--- config.mk ---
export PLATFORM = sky130hd
export DESIGN_NAME = dbi_decode_128b
export DESIGN_NICKNAME = d
export VERILOG_FILES = /design/src/rtl/dbi_pkg.sv /design/src/rtl/popcount_bw.sv /design/src/rtl/dbi_decode_128b.sv
export SDC_FILE = /design/constraint.sdc
export NUM_CORES = 1
export LEC_CHECK = 0
export BUFFER_PORTS_ARGS = -buffer_cell sky130_fd_sc_hd__buf_4
export CORE_ASPECT_RATIO = 1.25
export CORE_MARGIN = 4
export CORE_UTILIZATION = 54
export DETAILED_ROUTE_END_ITERATION = 7
export PLACE_DENSITY_LB_ADDON = 0.05
export SYNTH_ARGS = -nofsm -noshare
export SYNTH_HDL_FRONTEND = slang
export SYNTH_SLANG_ARGS = --single-unit
--- constraint.sdc ---
create_clock -name clk -period 11.9 [get_ports clk]
set_input_delay 1.785 -clock clk [delete_from_list [all_inputs] [get_ports clk]]
set_output_delay 1.785 -clock clk [all_outputs]
set_load 0.1 [all_outputs]
--- src/rtl/dbi_pkg.sv ---
// Shared DBI constants, used by both the DBI encoder and decoder.
//   BW         : decoded data width (encoded bus carries BW+1 bits)
//   CW         : statistics counter width
//   HALF       : transition bound; more than HALF toggled lines is a violation
//   FIFO_DEPTH : decoder output buffer depth
package dbi_pkg;

  localparam int unsigned BW         = 128;
  localparam int unsigned CW         = 16;
  localparam int unsigned HALF       = BW / 2;
  localparam int unsigned FIFO_DEPTH = 2;

  // FIFO occupancy, 0..FIFO_DEPTH
  typedef logic [1:0] occ_t;

endpackage

--- src/rtl/popcount_bw.sv ---
// Combinational population count built as a balanced adder tree.
//   vec_i : W-bit input vector
//   cnt_o : number of ones in vec_i, $clog2(W+1) bits
module popcount_bw #(
  parameter int unsigned W = dbi_pkg::BW
) (
  input  logic [W-1:0]             vec_i,
  output logic [$clog2(W+1)-1:0]   cnt_o
);

  localparam int unsigned OW = $clog2(W + 1);
  localparam int unsigned LV = (W <= 1) ? 0 : $clog2(W);
  localparam int unsigned N  = 1 << LV;

  // Level 0 holds the leaves (zero-padded to a power of two); each further
  // level sums adjacent pairs of the level below, so the root is level LV.
  for (genvar l = 0; l <= LV; l++) begin : g_lvl
    localparam int unsigned NL = N >> l;
    logic [OW-1:0] s [NL];
    for (genvar i = 0; i < NL; i++) begin : g_node
      if (l == 0) begin : g_leaf
        if (i < W) begin : g_in
          assign s[i] = OW'(vec_i[i]);
        end else begin : g_pad
          assign s[i] = '0;
        end
      end else begin : g_sum
        assign s[i] = g_lvl[l-1].s[2*i] + g_lvl[l-1].s[2*i+1];
      end
    end
  end

  assign cnt_o = g_lvl[LV].s[0];

endmodule

--- src/rtl/dbi_decode_128b.sv ---
// DBI decoder with a 2-entry output FIFO and transition statistics.
//   clk, reset     : clock; synchronous active-low reset
//   dbi_en         : 1 = honour DBI flag (data_in[BW]); 0 = pass-through
//   data_in        : {flag, bus[BW-1:0]}
//   in_valid/ready : upstream handshake
//   data_out/out_valid/out_ready : downstream handshake, head of FIFO
//   clr_stats      : synchronous clear of the statistics (wins over events)
//   inv_cnt        : saturating count of words decoded as inverted
//   viol_cnt       : saturating count of words toggling more than BW/2 lines
//   viol_sticky    : set on any violation since the last clear
module dbi_decode_128b
  import dbi_pkg::*;
#(
  parameter int unsigned BW = dbi_pkg::BW,
  parameter int unsigned CW = dbi_pkg::CW
) (
  input  logic          clk,
  input  logic          reset,
  input  logic          dbi_en,
  input  logic [BW:0]   data_in,
  input  logic          in_valid,
  output logic          in_ready,
  output logic [BW-1:0] data_out,
  output logic          out_valid,
  input  logic          out_ready,
  input  logic          clr_stats,
  output logic [CW-1:0] inv_cnt,
  output logic [CW-1:0] viol_cnt,
  output logic          viol_sticky
);

  localparam int unsigned PCW = $clog2(BW + 1);

  logic [BW-1:0] mem_q [FIFO_DEPTH];
  logic          wr_ptr_q, wr_ptr_d;
  logic          rd_ptr_q, rd_ptr_d;
  occ_t          count_q, count_d;
  logic [BW-1:0] prev_q, prev_d;
  logic [CW-1:0] inv_cnt_q, inv_cnt_d;
  logic [CW-1:0] viol_cnt_q, viol_cnt_d;
  logic          sticky_q, sticky_d;

  logic          accept, pop, inv_evt, viol_evt;
  logic [BW-1:0] bus, word;
  logic [PCW-1:0] toggles;

  assign bus = data_in[BW-1:0];

  popcount_bw #(.W(BW)) u_popcount (
    .vec_i (prev_q ^ bus),
    .cnt_o (toggles)
  );

  assign in_ready    = (count_q != occ_t'(FIFO_DEPTH));
  assign out_valid   = (count_q != '0);
  assign data_out    = mem_q[rd_ptr_q];
  assign inv_cnt     = inv_cnt_q;
  assign viol_cnt    = viol_cnt_q;
  assign viol_sticky = sticky_q;

  always_comb begin
    // reset gating keeps the FIFO storage untouched during reset
    accept   = in_valid & in_ready & reset;
    pop      = out_valid & out_ready;
    word     = (dbi_en & data_in[BW]) ? ~bus : bus;
    inv_evt  = accept & dbi_en & data_in[BW];
    viol_evt = accept & dbi_en & (toggles > PCW'(BW / 2));

    wr_ptr_d = wr_ptr_q ^ accept;
    rd_ptr_d = rd_ptr_q ^ pop;
    prev_d   = accept ? bus : prev_q;

    count_d = count_q;
    if (accept && !pop)      count_d = count_q + 2'd1;
    else if (!accept && pop) count_d = count_q - 2'd1;

    inv_cnt_d  = inv_cnt_q;
    viol_cnt_d = viol_cnt_q;
    sticky_d   = sticky_q;
    if (clr_stats) begin
      inv_cnt_d  = '0;
      viol_cnt_d = '0;
      sticky_d   = 1'b0;
    end else begin
      if (inv_evt && inv_cnt_q != '1)   inv_cnt_d  = inv_cnt_q + CW'(1);
      if (viol_evt && viol_cnt_q != '1) viol_cnt_d = viol_cnt_q + CW'(1);
      if (viol_evt)                     sticky_d   = 1'b1;
    end
  end

  always_ff @(posedge clk) begin
    if (!reset) begin
      wr_ptr_q   <= 1'b0;
      rd_ptr_q   <= 1'b0;
      count_q    <= '0;
      prev_q     <= '0;
      inv_cnt_q  <= '0;
      viol_cnt_q <= '0;
      sticky_q   <= 1'b0;
    end else begin
      wr_ptr_q   <= wr_ptr_d;
      rd_ptr_q   <= rd_ptr_d;
      count_q    <= count_d;
      prev_q     <= prev_d;
      inv_cnt_q  <= inv_cnt_d;
      viol_cnt_q <= viol_cnt_d;
      sticky_q   <= sticky_d;
    end
  end

  always_ff @(posedge clk) begin
    if (accept) mem_q[wr_ptr_q] <= word;
  end

endmodule

# --- Yosys cells after proc, flatten, opt, wreduce, memory -nomap -nowiden ---
# Memories as Yosys holds them, arrays and structs flattened. A register that Yosys moved wholly into a read port is not among the register bits.
# Cells that the tools add are included.
# Widths: inputs -> output; s select.
classes:
  n_addsub: 131
  bitwise: 12
  order_cmp: 1
  eq_ne: 3
  n_reduce_logical: 9
  n_mux: 6
ops:
  columns: ["operator", "count"]
  rows:
  - ["$add 8x8->8", 63]
  - ["$add 1x1->2", 64]
  - ["$mux 128", 1]
  - ["$not 128->128", 1]
  - ["$xor 128x128->128", 1]
  - ["$add 16x1->16 const B", 2]
  - ["$ne 16x16->1 const B", 2]
  - ["$gt 8x7->1 const B", 1]
  - ["$and 1x1->1", 7]
  - ["$logic_and 1x1->1", 4]
  - ["$mux 2", 2]
  - ["$reduce_bool 2->1", 2]
  - ["$mux 1", 3]
  - ["$add 2x1->2 const B", 1]
  - ["$logic_not 1->1", 2]
  - ["$ne 2x2->1 const B", 1]
  - ["$reduce_or 2->1", 1]
  - ["$sub 2x1->2 const B", 1]
  - ["$xor 1x1->1", 2]
  - ["$not 1->1", 1]
totals:
  mem_count: 1
  in_bits: 135
  register_bits: 165
  word_cells: 170
  output_inout_bits: 163
  ramBits: 256
mem_list:
  columns: ["name", "depth", "word_bits", "read_ports", "rd_ports_with_merged_regs", "wr", "line", "rtl"]
  rows:
  - ["mem_q", 2, 128, 1, 1, 1, "dbi_decode_128b.sv:34", "logic [BW-1:0] mem_q [FIFO_DEPTH];"]

# --- Longest topological paths before layout ---
# Gate-level depths: netlist of run 1.
logic_depth:
  word_depth: 11
  mapped_depth: 29

# --- Cells and area by module ---
# Synthesis of run 1 repeated with hierarchy kept, for this count alone.
hier_totals:
  hier_cells: 1775
  area_unflattened_um2: 21157.8
modules_own_cells:
  columns: ["module", "area_each_um2", "instances", "cells_each"]
  rows:
  - ["dbi_decode_128b", 17763.3, 1, 1445]
  - ["popcount_bw", 3394.5, 1, 330]

# --- Least setup slack after synthesis of run 1 ---
# Ideal clock, no wire load.
synth_path:
  path_kind: "input -> register"
  startpoint: "in data_in[80]"
  endpoint: "reg viol_cnt_q[11] (netlist: viol_cnt[11])"
  path_buffers: 1
  path_stages: 26
  setup_time_ps: 101
  path_slack_ps: 2631
  arrival_ps: 9168
  path_cell_list: "xor2_1 > ha_1 > inv_1 > fa_1 > inv_1 > fa_1 > fa_1 > inv_1 > fa_1 > fa_1 > inv_1 > fa_1 > fa_1 > fa_1 > inv_1 > fa_1 > inv_1 > ha_1 > fa_1 > xor2_1 > or4_1 > o31ai_2 > and2_4 > clkbuf_1 > o311ai_0 > o41ai_1"
synth_via:
  elab_chain_cells: 11
synth_lines:
  columns: ["item", "line", "rtl"]
  rows:
  - ["start: declaration", "dbi_decode_128b.sv:20", "input logic [BW:0] data_in,"]
  - ["$xor 128x128->128", "dbi_decode_128b.sv:50", ".vec_i (prev_q ^ bus),"]
  - ["$add 1x1->2", "popcount_bw.sv:28", "assign s[i] = g_lvl[l-1].s[2*i] + g_lvl[l-1].s[2*i+1];"]
  - ["$add 8x8->8 (6 in a row)", "popcount_bw.sv:28", null]
  - ["$gt 8x7->1", "dbi_decode_128b.sv:67", "viol_evt = accept & dbi_en & (toggles > PCW'(BW / 2));"]
  - ["$and 1x1->1", "dbi_decode_128b.sv:67", null]
  - ["$logic_and 1x1->1", "dbi_decode_128b.sv:86", "if (viol_evt && viol_cnt_q != '1) viol_cnt_d = viol_cnt_q + CW'(1);"]
  - ["end signal: assignment", "dbi_decode_128b.sv:106", "viol_cnt_q <= viol_cnt_d;"]
  - ["end: declaration", "dbi_decode_128b.sv:40", "logic [CW-1:0] viol_cnt_q, viol_cnt_d;"]
# Every way passes these cells.
# A chain may end at the register's enable or synchronous reset.

# --- Worst setup path after layout of run 1 ---
layout_path:
  startpoint: "in data_in[80]"
  endpoint: "reg viol_cnt_q[6] (netlist: viol_cnt[6])"
# Same word-level chain as after synthesis.

==> run summary, run 1 <==
In the final layout, the share of cells above drive strength 1 is 23.7%. The I/O pin count is 298. In the layout the commonest cells are 309 x sky130_fd_sc_hd__buf_4, 275 x sky130_fd_sc_hd__nand2_1, 256 x sky130_fd_sc_hd__edfxtp_1, 184 x sky130_fd_sc_hd__inv_1, 165 x sky130_fd_sc_hd__dfxtp_1. Synthesis instantiated 45 different standard cells from the library. The number of pins exceeding their max-slew limit in the final report is 0.

The number of enable-type register cells in the synthesized netlist is 256. The worst reg-to-reg path cell count came out at 23. During synthesis, Yosys emitted a total of 0 warnings. The final routed DRC violation total is 0. The TritonCTS clock tree is yes. Setup violations remaining at the end of the flow were counted as 0. The share of the cycle needed by the critical path after routing came out at 79.1%. A synthesized cell averages 12.1 µm². The full die area is 45000 µm².

The first global-routing pass estimated 77.1 mm of wire. The flow ran to the end, and the final reports show no timing, DRC or antenna violations. The starting density of the core is 54.7%. The largest individual stage delay along the critical path comes from the cell sky130_fd_sc_hd__fa_1. The critical path start-end classification is in -> reg.

Grouping stages by cell kind, the critical path spends the most delay in adder cells. In the global route stage, overall resource usage came out at 21.2%. For this block, the initial DRC count from the detailed router was 551.

The startpoint identified for the worst hold timing path is viol_sticky. The weighted congestion reported at the end of routability-driven placement came out at 0.874. The via count of the first global-routing pass came out at 14409.

The delay of the slowest cell on the worst path came out at 0.55 ns. The ratio of routed vias to standard cells is 5.07. The H-tree was split into 2 levels. After detailed routing, no signal wire sits above met4.

The number of inserted diodes came out at 0. The post-synthesis sequential area ratio came out at 49.0%. In this run the vertical extent of the chip is 236 µm. The wire length reported by the detailed router came out at 47.8 mm.

The number of detailed-routing iterations run before antenna repair came out at 5. Clock-pin slew was measured on the worst setup and hold paths at 0.06 ns. The initialized floorplan defines 83 standard-cell rows. For the worst setup path, the data required time is 12.36 ns. The count of buffer and inverter cells on the critical path is 7. In this run the worst hold path is classified as reg -> reg. The worst clock skew on the final layout came out at 0.0148 ns. STA classifies the critical path endpoint as a register. The buffer count from post-CTS setup fixing is 0. The top fanout value on the critical path came out at 9. Setup slack on the worst reg-to-reg path comes out at 3.51 ns.

The primary flip-flop cell chosen by synthesis mapping is sky130_fd_sc_hd__edfxtp_1. The layout filler cell count is 3238. The total length of routed met3 wires came out at 2.39 mm. STA classifies the critical path startpoint as a primary input.

Setup repair after global routing left no endpoint under its margin. For this block, the via count after detailed routing is 13806. The launch instance of the worst register-to-register path is prev_q[127]. The wire-length estimate of the detail-placed layout is 34.4 mm. The worst flop-to-flop path endpoint is viol_cnt[6]. The total clock buffers created by CTS came out at 43. The tree is rooted in a sky130_fd_sc_hd__clkbuf_16. Dividing the detail-routed wire length by the instance count gives 17.6 µm. Summed over all failing endpoints, the final setup total negative slack is 0 ns. The fmax came out at 106 MHz. The shortest period the worst path allows is 9.41 ns. The cell occurring most often along the worst timing path is sky130_fd_sc_hd__fa_1. The remaining max-slew budget at the tightest pin came out at 22.7%. The layout overhead on the synthesized area is 18.7%. The number of instances resized during post-cts repair came out at 0. The clock latency on the worst-skew pair came out at 0.54 ns. The core region is 41100 µm². The library cell used most frequently in the layout, excluding fill and tap cells, is sky130_fd_sc_hd__buf_4. The width of the die came out at 190 µm. The hold-fix buffer count after cts came out at 0. The post-synthesis cell area is 22500 µm².

The routed length on met2 came out at 24.6 mm. When the netlist entered floorplanning its net count stood at 2215. After detailed routing, the wire length on met1 is 19.8 mm. The global-route congestion overflow total came out at 0. The number of nets in the finished design came out at 2488. Along the worst hold path, the cell count comes to 2. The clock passes through at most 3 buffers.

Entering global routing, the biggest net connects 117 pins. The cell count after synthesis is 1862. The TritonCTS sink count came out at 422. The post-route antenna net violation count came out at 0. The path with the worst hold slack has its endpoint at viol_sticky. The actual transition at the worst max-transition pin came out at 1.16 ns. The number of register bits inferred by synthesis came out at 422. The number of hold violations in the final report came out at 0. For the worst setup path, the data arrival time is 9.87 ns. The proportion of register bits with asynchronous set or reset after synthesis came out at 0%. Input and output buffers added on the ports amount to 297. The initial antenna violation count came to 0. The max-cap violation count is 0.
[state kept, by name (all words and copies together), names as in the netlist, named ones only]
name,flops
mem_q,256
prev_q,128
inv_cnt,16
viol_cnt,16
count_q,2
rd_ptr_q,1
viol_sticky,1
wr_ptr_q,1
[metrics by stage]
stage          utilization (%)  cells  hold WS (ns)  setup WS (ns)  cell area [µm²]
2_1_floorplan                -   1862         0.455           2.63            22500
3_3_place_gp              61.3   2642         0.455           2.04            25200
3_5_place_dp              61.3   2642         0.463           1.92            25200
4_1_cts                   64.9   2721         0.479           2.46            26700
5_1_grt                   64.9   2721         0.494           2.11            26700
6_report                  64.9   2721         0.474           2.49            26700
[cell families (layout without fill, tap and decap cells)]
kind of cell / count (synthesis) / after routing / share of synthesized area (%)
simple gates: 383 / 383 / 7.27
buf+inv: 265 / 572 / 4.44
xor+xnor: 280 / 280 / 10.9
mux: 134 / 134 / 6.68
fa+ha+maj: 218 / 218 / 16.5
compound gates: 160 / 160 / 5.25
flops: 422 / 422 / 49.0
[final cells by class]
type                       instances  area (µm²)  share of cell area, %
sequential                       422       11000                   41.3
multi-input combinational       1175       10500                   39.4
timing repair buffer             309        2320                   8.69
clock buffer                      61        1290                   4.83
inverter                         184         691                   2.59
tap                              552         691                   2.59
clock inverter                    18         176                  0.661
[worst max-delay path by stage]
stage          depth (start not counted)           end          from
4_1_cts                               24   viol_cnt[6]  data_in[127]
6_report                              26   viol_cnt[6]   data_in[80]
3_3_place_gp                          28   viol_cnt[6]   data_in[48]
5_1_grt                               26   viol_cnt[6]   data_in[48]
2_1_floorplan                         26  viol_cnt[11]   data_in[80]
3_5_place_dp                          24   viol_cnt[6]  data_in[127]
[layer usage]
layer	vias up	track usage [%]
met5	-	0
li1	6686	-
met1	6774	27.4
met3	61	3.76
met4	0	5.27
met2	285	37.3
[worst reg2reg max path, stage by stage (launching register included)]
cell and delay (ns):
sky130_fd_sc_hd__dfxtp_1 0.34, sky130_fd_sc_hd__xor2_1 0.20, sky130_fd_sc_hd__ha_1 0.18, sky130_fd_sc_hd__inv_1 0.05
sky130_fd_sc_hd__fa_1 0.54, sky130_fd_sc_hd__inv_1 0.06, sky130_fd_sc_hd__fa_1 0.50, sky130_fd_sc_hd__fa_1 0.57
sky130_fd_sc_hd__fa_1 0.53, sky130_fd_sc_hd__fa_1 0.53, sky130_fd_sc_hd__fa_1 0.56, sky130_fd_sc_hd__fa_1 0.53
sky130_fd_sc_hd__fa_1 0.54, sky130_fd_sc_hd__inv_1 0.05, sky130_fd_sc_hd__fa_1 0.55, sky130_fd_sc_hd__inv_1 0.05
sky130_fd_sc_hd__ha_1 0.23, sky130_fd_sc_hd__fa_1 0.41, sky130_fd_sc_hd__xor2_1 0.17, sky130_fd_sc_hd__or4_1 0.43
sky130_fd_sc_hd__o31ai_2 0.55, sky130_fd_sc_hd__nand2_1 0.35, sky130_fd_sc_hd__nand4_1 0.21, sky130_fd_sc_hd__mux2i_1 0.18
[Yosys cell counts, drive strengths merged, types with 2 or more instances]
master / instances / area share [%]
nor2: 31 / 0.52
nand2b: 9 / 0.25
edfxtp: 256 / 34
o311ai: 4 / 0.16
a21boi: 129 / 4.3
o41ai: 2 / 0.078
a211oi: 2 / 0.067
inv: 184 / 3.1
nor3: 2 / 0.045
or4: 2 / 0.083
xor2: 144 / 5.6
or3: 6 / 0.17
nand2: 277 / 4.6
mux2: 128 / 6.4
nand4b: 2 / 0.078
nor4: 3 / 0.083
and4: 4 / 0.16
and3: 7 / 0.19
nand4: 10 / 0.28
mux2i: 6 / 0.27
and2: 10 / 0.29
buf: 17 / 0.30
ha: 88 / 4.9
clkbuf: 64 / 1.1
o21ai: 7 / 0.16
nand3: 15 / 0.33
fa: 130 / 12
xnor2: 136 / 5.3
nor2b: 2 / 0.056
a21oi: 9 / 0.20
dfxtp: 166 / 15
Power of run 1 is not shown: default switching activity piles up to over one toggle a cycle in this logic, so the estimate is an artifact.
==> inputs of run 2 (changes only) <==
--- a/config.mk
+++ b/config.mk
@@ -5,6 +5,7 @@
 export SDC_FILE = /design/constraint.sdc
 export NUM_CORES = 1
 export LEC_CHECK = 0
+export ABC_AREA = 1
 export BUFFER_PORTS_ARGS = -buffer_cell sky130_fd_sc_hd__buf_4
 export CORE_ASPECT_RATIO = 1.25
 export CORE_MARGIN = 4
==> constraint.sdc (replaced) <==
create_clock -name clk -period 9.69 [get_ports clk]
set_input_delay 1.4535 -clock clk [delete_from_list [all_inputs] [get_ports clk]]
set_output_delay 1.4535 -clock clk [all_outputs]
set_load 0.1 [all_outputs]
==> run 2 against run 1 <==
Compared with the run above: first-iteration DRC count increased by 24%; hold slack about the same; via count increased by 3.7%; cell area fell by 0.30%; sequential share of layout area up 0.12 points; register-to-register slack got worse by 1.7 ns; die area grew 0.35%; core utilization fell by 0.35 points; synthesized cell count is 5.7% higher.
==> run summary, run 2 <==
Result of the run: finished, final reports clean (unchanged). The actual transition at the worst max-transition pin is 1.04 ns (was 1.16 ns). The register ranked first by flip-flop count is mem_q (unchanged).

The net count after synthesis was 2321 (was 2215). The starting DRC count in detailed routing came out at 685 (was 551). Area contributors post-synth: sky130_fd_sc_hd__edfxtp_1 34%, sky130_fd_sc_hd__dfxtp_1 15%, sky130_fd_sc_hd__fa_1 12%, sky130_fd_sc_hd__xor2_1 9.2%, sky130_fd_sc_hd__mux2_2 6.4% (was sky130_fd_sc_hd__edfxtp_1 34%, sky130_fd_sc_hd__dfxtp_1 15%, sky130_fd_sc_hd__fa_1 12%, sky130_fd_sc_hd__mux2_2 6.4%, sky130_fd_sc_hd__xor2_1 5.6%). The all-layer global routing usage is 22.8% (was 21.2%). The worst clock skew on the final layout came out at 0.0206 ns (was 0.0148 ns). The count of buffer and inverter cells on the critical path came out at 7 (unchanged). The global-route wire length before repair came out at 81.4 mm (was 77.1 mm). The fmax is 117 MHz. Most used cells in the layout excluding fill and tap cells: 325 x sky130_fd_sc_hd__inv_1, 306 x sky130_fd_sc_hd__buf_4, 256 x sky130_fd_sc_hd__edfxtp_1, 238 x sky130_fd_sc_hd__xor2_1, 165 x sky130_fd_sc_hd__dfxtp_1 (was 309 x sky130_fd_sc_hd__buf_4, 275 x sky130_fd_sc_hd__nand2_1, 256 x sky130_fd_sc_hd__edfxtp_1, 184 x sky130_fd_sc_hd__inv_1, 165 x sky130_fd_sc_hd__dfxtp_1). The family with the most delay on the worst path is adder cells (unchanged).

The weighted congestion reported at the end of routability-driven placement came to 0.839 (was 0.874). The TritonCTS sink count came out at 422 (unchanged). The hold-fix buffer count after cts came out at 0 (unchanged). The ratio of routed vias to standard cells is 5.06 (was 5.07). The top fanout value on the critical path is 17 (was 9). The total half-perimeter wirelength after legalization and detailed placement is 36.4 mm (was 34.4 mm). The floorplan row count came to 83 (unchanged). The area share of the leading cell type in the synthesized netlist is 34.1% (was 34.2%). The sum of negative setup slack came out at 0 ns (unchanged). The cell count after synthesis came out at 1968 (was 1862). The number of instances resized during post-cts repair came to 0 (unchanged).

The primary flip-flop cell chosen by synthesis mapping is sky130_fd_sc_hd__edfxtp_1 (unchanged). The remaining max-slew budget at the tightest pin is 30.5% (was 22.7%). The post-CTS clock slew at the launch and capture registers of the worst setup and hold paths was 0.06 ns (about the same).

The delay of the slowest cell on the worst path is 0.56 ns (was 0.55 ns). The maximum root-to-sink buffer count came out at 3 (unchanged). The post-synthesis cell type with the largest combined area is sky130_fd_sc_hd__edfxtp_1 (unchanged). The number of enable-type register cells in the synthesized netlist came out at 256 (unchanged). The TritonCTS clock tree is yes (unchanged).

The clock root buffer is sky130_fd_sc_hd__clkbuf_16 (unchanged). The number of nets in the finished design was 2594 (was 2488). The number of distinct standard cells referenced by the synthesized netlist is 26 (was 45).

The kind of capture point of the worst setup path is a register (unchanged). The CTS H-tree depth came out at 2 (unchanged). The initial antenna violation count is 4 (was 0). The post-synthesis sequential area ratio is 48.8% (was 49.0%). The total clock buffers created by CTS is 43 (unchanged). The total number of yosys warnings was 0 (unchanged). The startpoint class of the critical path is a primary input (unchanged).

The largest net degree at the start of global routing came out at 117 (unchanged). Setup repair after global routing missed its margin: false (unchanged). The arrival time of data at the critical path endpoint is 8.91 ns (was 9.87 ns). The global-route congestion overflow total is 0 (unchanged). The most repeated cell in the gate-level netlist after synthesis is sky130_fd_sc_hd__inv_1 (was sky130_fd_sc_hd__nand2_1). The count of port buffers added during placement came out at 297 (unchanged). The number of register bits inferred by synthesis came to 422 (unchanged).

The number of detailed-routing iterations run before antenna repair came out at 4 (was 5). For the finished layout, the period the worst path requires is 8.52 ns. The number of hold violations in the final report is 0 (unchanged). The average instance area after synthesis is 11.5 µm² (was 12.1 µm²). The number of vias after detailed routing is 14321 (was 13806). The kind of path behind the tightest hold check is reg -> reg (unchanged). The layout filler cell count is 3315 (was 3238). The leading cell type in the layout, fill and taps excluded was sky130_fd_sc_hd__inv_1 (was sky130_fd_sc_hd__buf_4).

The internal reg-to-reg setup slack is 1.84 ns (was 3.51 ns). The width of the die was 191 µm (was 190 µm). The clock latency on the worst-skew pair came out at 0.56 ns (was 0.54 ns). The post-synthesis cell area came out at 22600 µm² (was 22500 µm²).

The critical path start-end classification is in -> reg (unchanged). The share of final-layout standard cells stronger than drive strength 1 was 22.8% (was 23.7%). The required time at the endpoint of the critical path came out at 10.09 ns (was 12.36 ns). Biggest registers after layout: mem_q x256, prev_q x128 (unchanged).

The full die area was 45100 µm² (was 45000 µm²). The starting density of the core came out at 54.7% (about the same). The buffer count from post-CTS setup fixing is 0 (unchanged). The wire length reported by the detailed router came out at 51.4 mm (was 47.8 mm). The proportion of register bits with asynchronous set or reset after synthesis is 0% (unchanged). The layout overhead on the synthesized area came out at 18.0% (was 18.7%).

The average detailed-routed wire length per instance came out at 18.2 µm (was 17.6 µm). The number of pins exceeding their max-slew limit in the final report is 0 (unchanged). The final routed DRC violation total is 0 (unchanged). The I/O pin count is 298 (unchanged). The number of flip-flops in the largest register is 256 (unchanged). The cell occurring most often along the worst timing path is sky130_fd_sc_hd__fa_1 (unchanged). The share of the cycle needed by the critical path after routing came out at 87.9%. The via count of the first global-routing pass is 15179 (was 14409). Commonest cells in the synthesized netlist: 325 x sky130_fd_sc_hd__inv_1, 256 x sky130_fd_sc_hd__edfxtp_1, 238 x sky130_fd_sc_hd__xor2_1 (was 277 x sky130_fd_sc_hd__nand2_1, 256 x sky130_fd_sc_hd__edfxtp_1, 184 x sky130_fd_sc_hd__inv_1). The post-route antenna net violation count was 0 (unchanged). The max-cap violation count came out at 0 (unchanged). The core area is 41200 µm² (was 41100 µm²). The die height came out at 237 µm (was 236 µm). The slowest cell on the critical path was sky130_fd_sc_hd__fa_1 (unchanged).

The setup-violating endpoint count in the final report is 0 (unchanged).
-- run 2: cell types whose count changed after synthesis, moves of 9 or more --
cell / delta
sky130_fd_sc_hd__inv_1: +141
sky130_fd_sc_hd__xnor2_1: -100
sky130_fd_sc_hd__nand2_1: -187
sky130_fd_sc_hd__and2_1: -9
sky130_fd_sc_hd__xor2_1: +94
sky130_fd_sc_hd__a21boi_0: -129
sky130_fd_sc_hd__buf_1: -9
sky130_fd_sc_hd__nor3_1: +10
sky130_fd_sc_hd__nor2_1: +61
sky130_fd_sc_hd__clkbuf_1: -9
sky130_fd_sc_hd__buf_2: +14
sky130_fd_sc_hd__a21oi_1: +120
sky130_fd_sc_hd__nand2b_1: -9
sky130_fd_sc_hd__o21ai_0: +135
-- run 2: tightest hold or removal path: cells and delay by family (launching register included) --
| family | cells | cell delay [ns] |
|---|---|---|
| flip-flops | 1 | 0.33 |
| AND/OR/NAND/NOR | 1 | 0.07 |
| AO/OA/AOI/OAI | 1 | 0.05 |
-- run 2: logic make-up after synthesis --
| family | Yosys count | synth area share (%) |
|---|---|---|
| multiplexers | 128 | 6.39 |
| AND/OR/NAND/NOR | 244 | 4.65 |
| buffers and inverters | 406 | 6.88 |
| AO/OA/AOI/OAI | 276 | 6.22 |
| adder cells (fa/ha/maj) | 218 | 16.4 |
| flip-flops | 422 | 48.8 |
| XOR/XNOR | 274 | 10.6 |
-- run 2: per-stage QoR --
stage                     util, %  instances  cell area [µm²]  hold WS (ns)  setup WS [ns]
after floorplan                 -       1968            22600         0.459           1.38
after global placement       61.3       2748            25300         0.474          0.620
after detailed placement     61.3       2748            25300         0.469          0.545
after CTS                    64.6       2828            26600         0.485           1.12
after global routing         64.6       2829            26600         0.511          0.750
final                        64.6       2829            26600         0.474           1.17
-- run 2: final cells by class --
type	instances	area, µm²	share of cell area [%]
sequential	422	11000	41.4
multi-input combinational	1140	10000	37.7
timing repair buffer	306	2300	8.63
inverter	328	1240	4.64
clock buffer	65	1230	4.62
tap	552	691	2.59
clock inverter	15	113	0.423
antenna	1	2.50	0.00940
-- run 2: final timing paths --
check                                 start            to  cells after the start
worst min register to register  viol_sticky   viol_sticky                      2
worst max-delay path            data_in[17]  viol_cnt[15]                     30
worst min-delay path            viol_sticky   viol_sticky                      2
worst max register to register   prev_q[17]  viol_cnt[15]                     29
-- run 2: layer usage --
| layer | share of wire [%] | vias up | global-route usage [%] |
|---|---|---|---|
| met5 | 0.11 | - | 0 |
| met1 | 40 | 7012 | 28.2 |
| li1 | - | 6953 | - |
| met4 | 1.9 | 6 | 5.18 |
| met2 | 52 | 278 | 40.6 |
| met3 | 5.9 | 72 | 5.35 |
Power of run 2 is left out for the same reason.
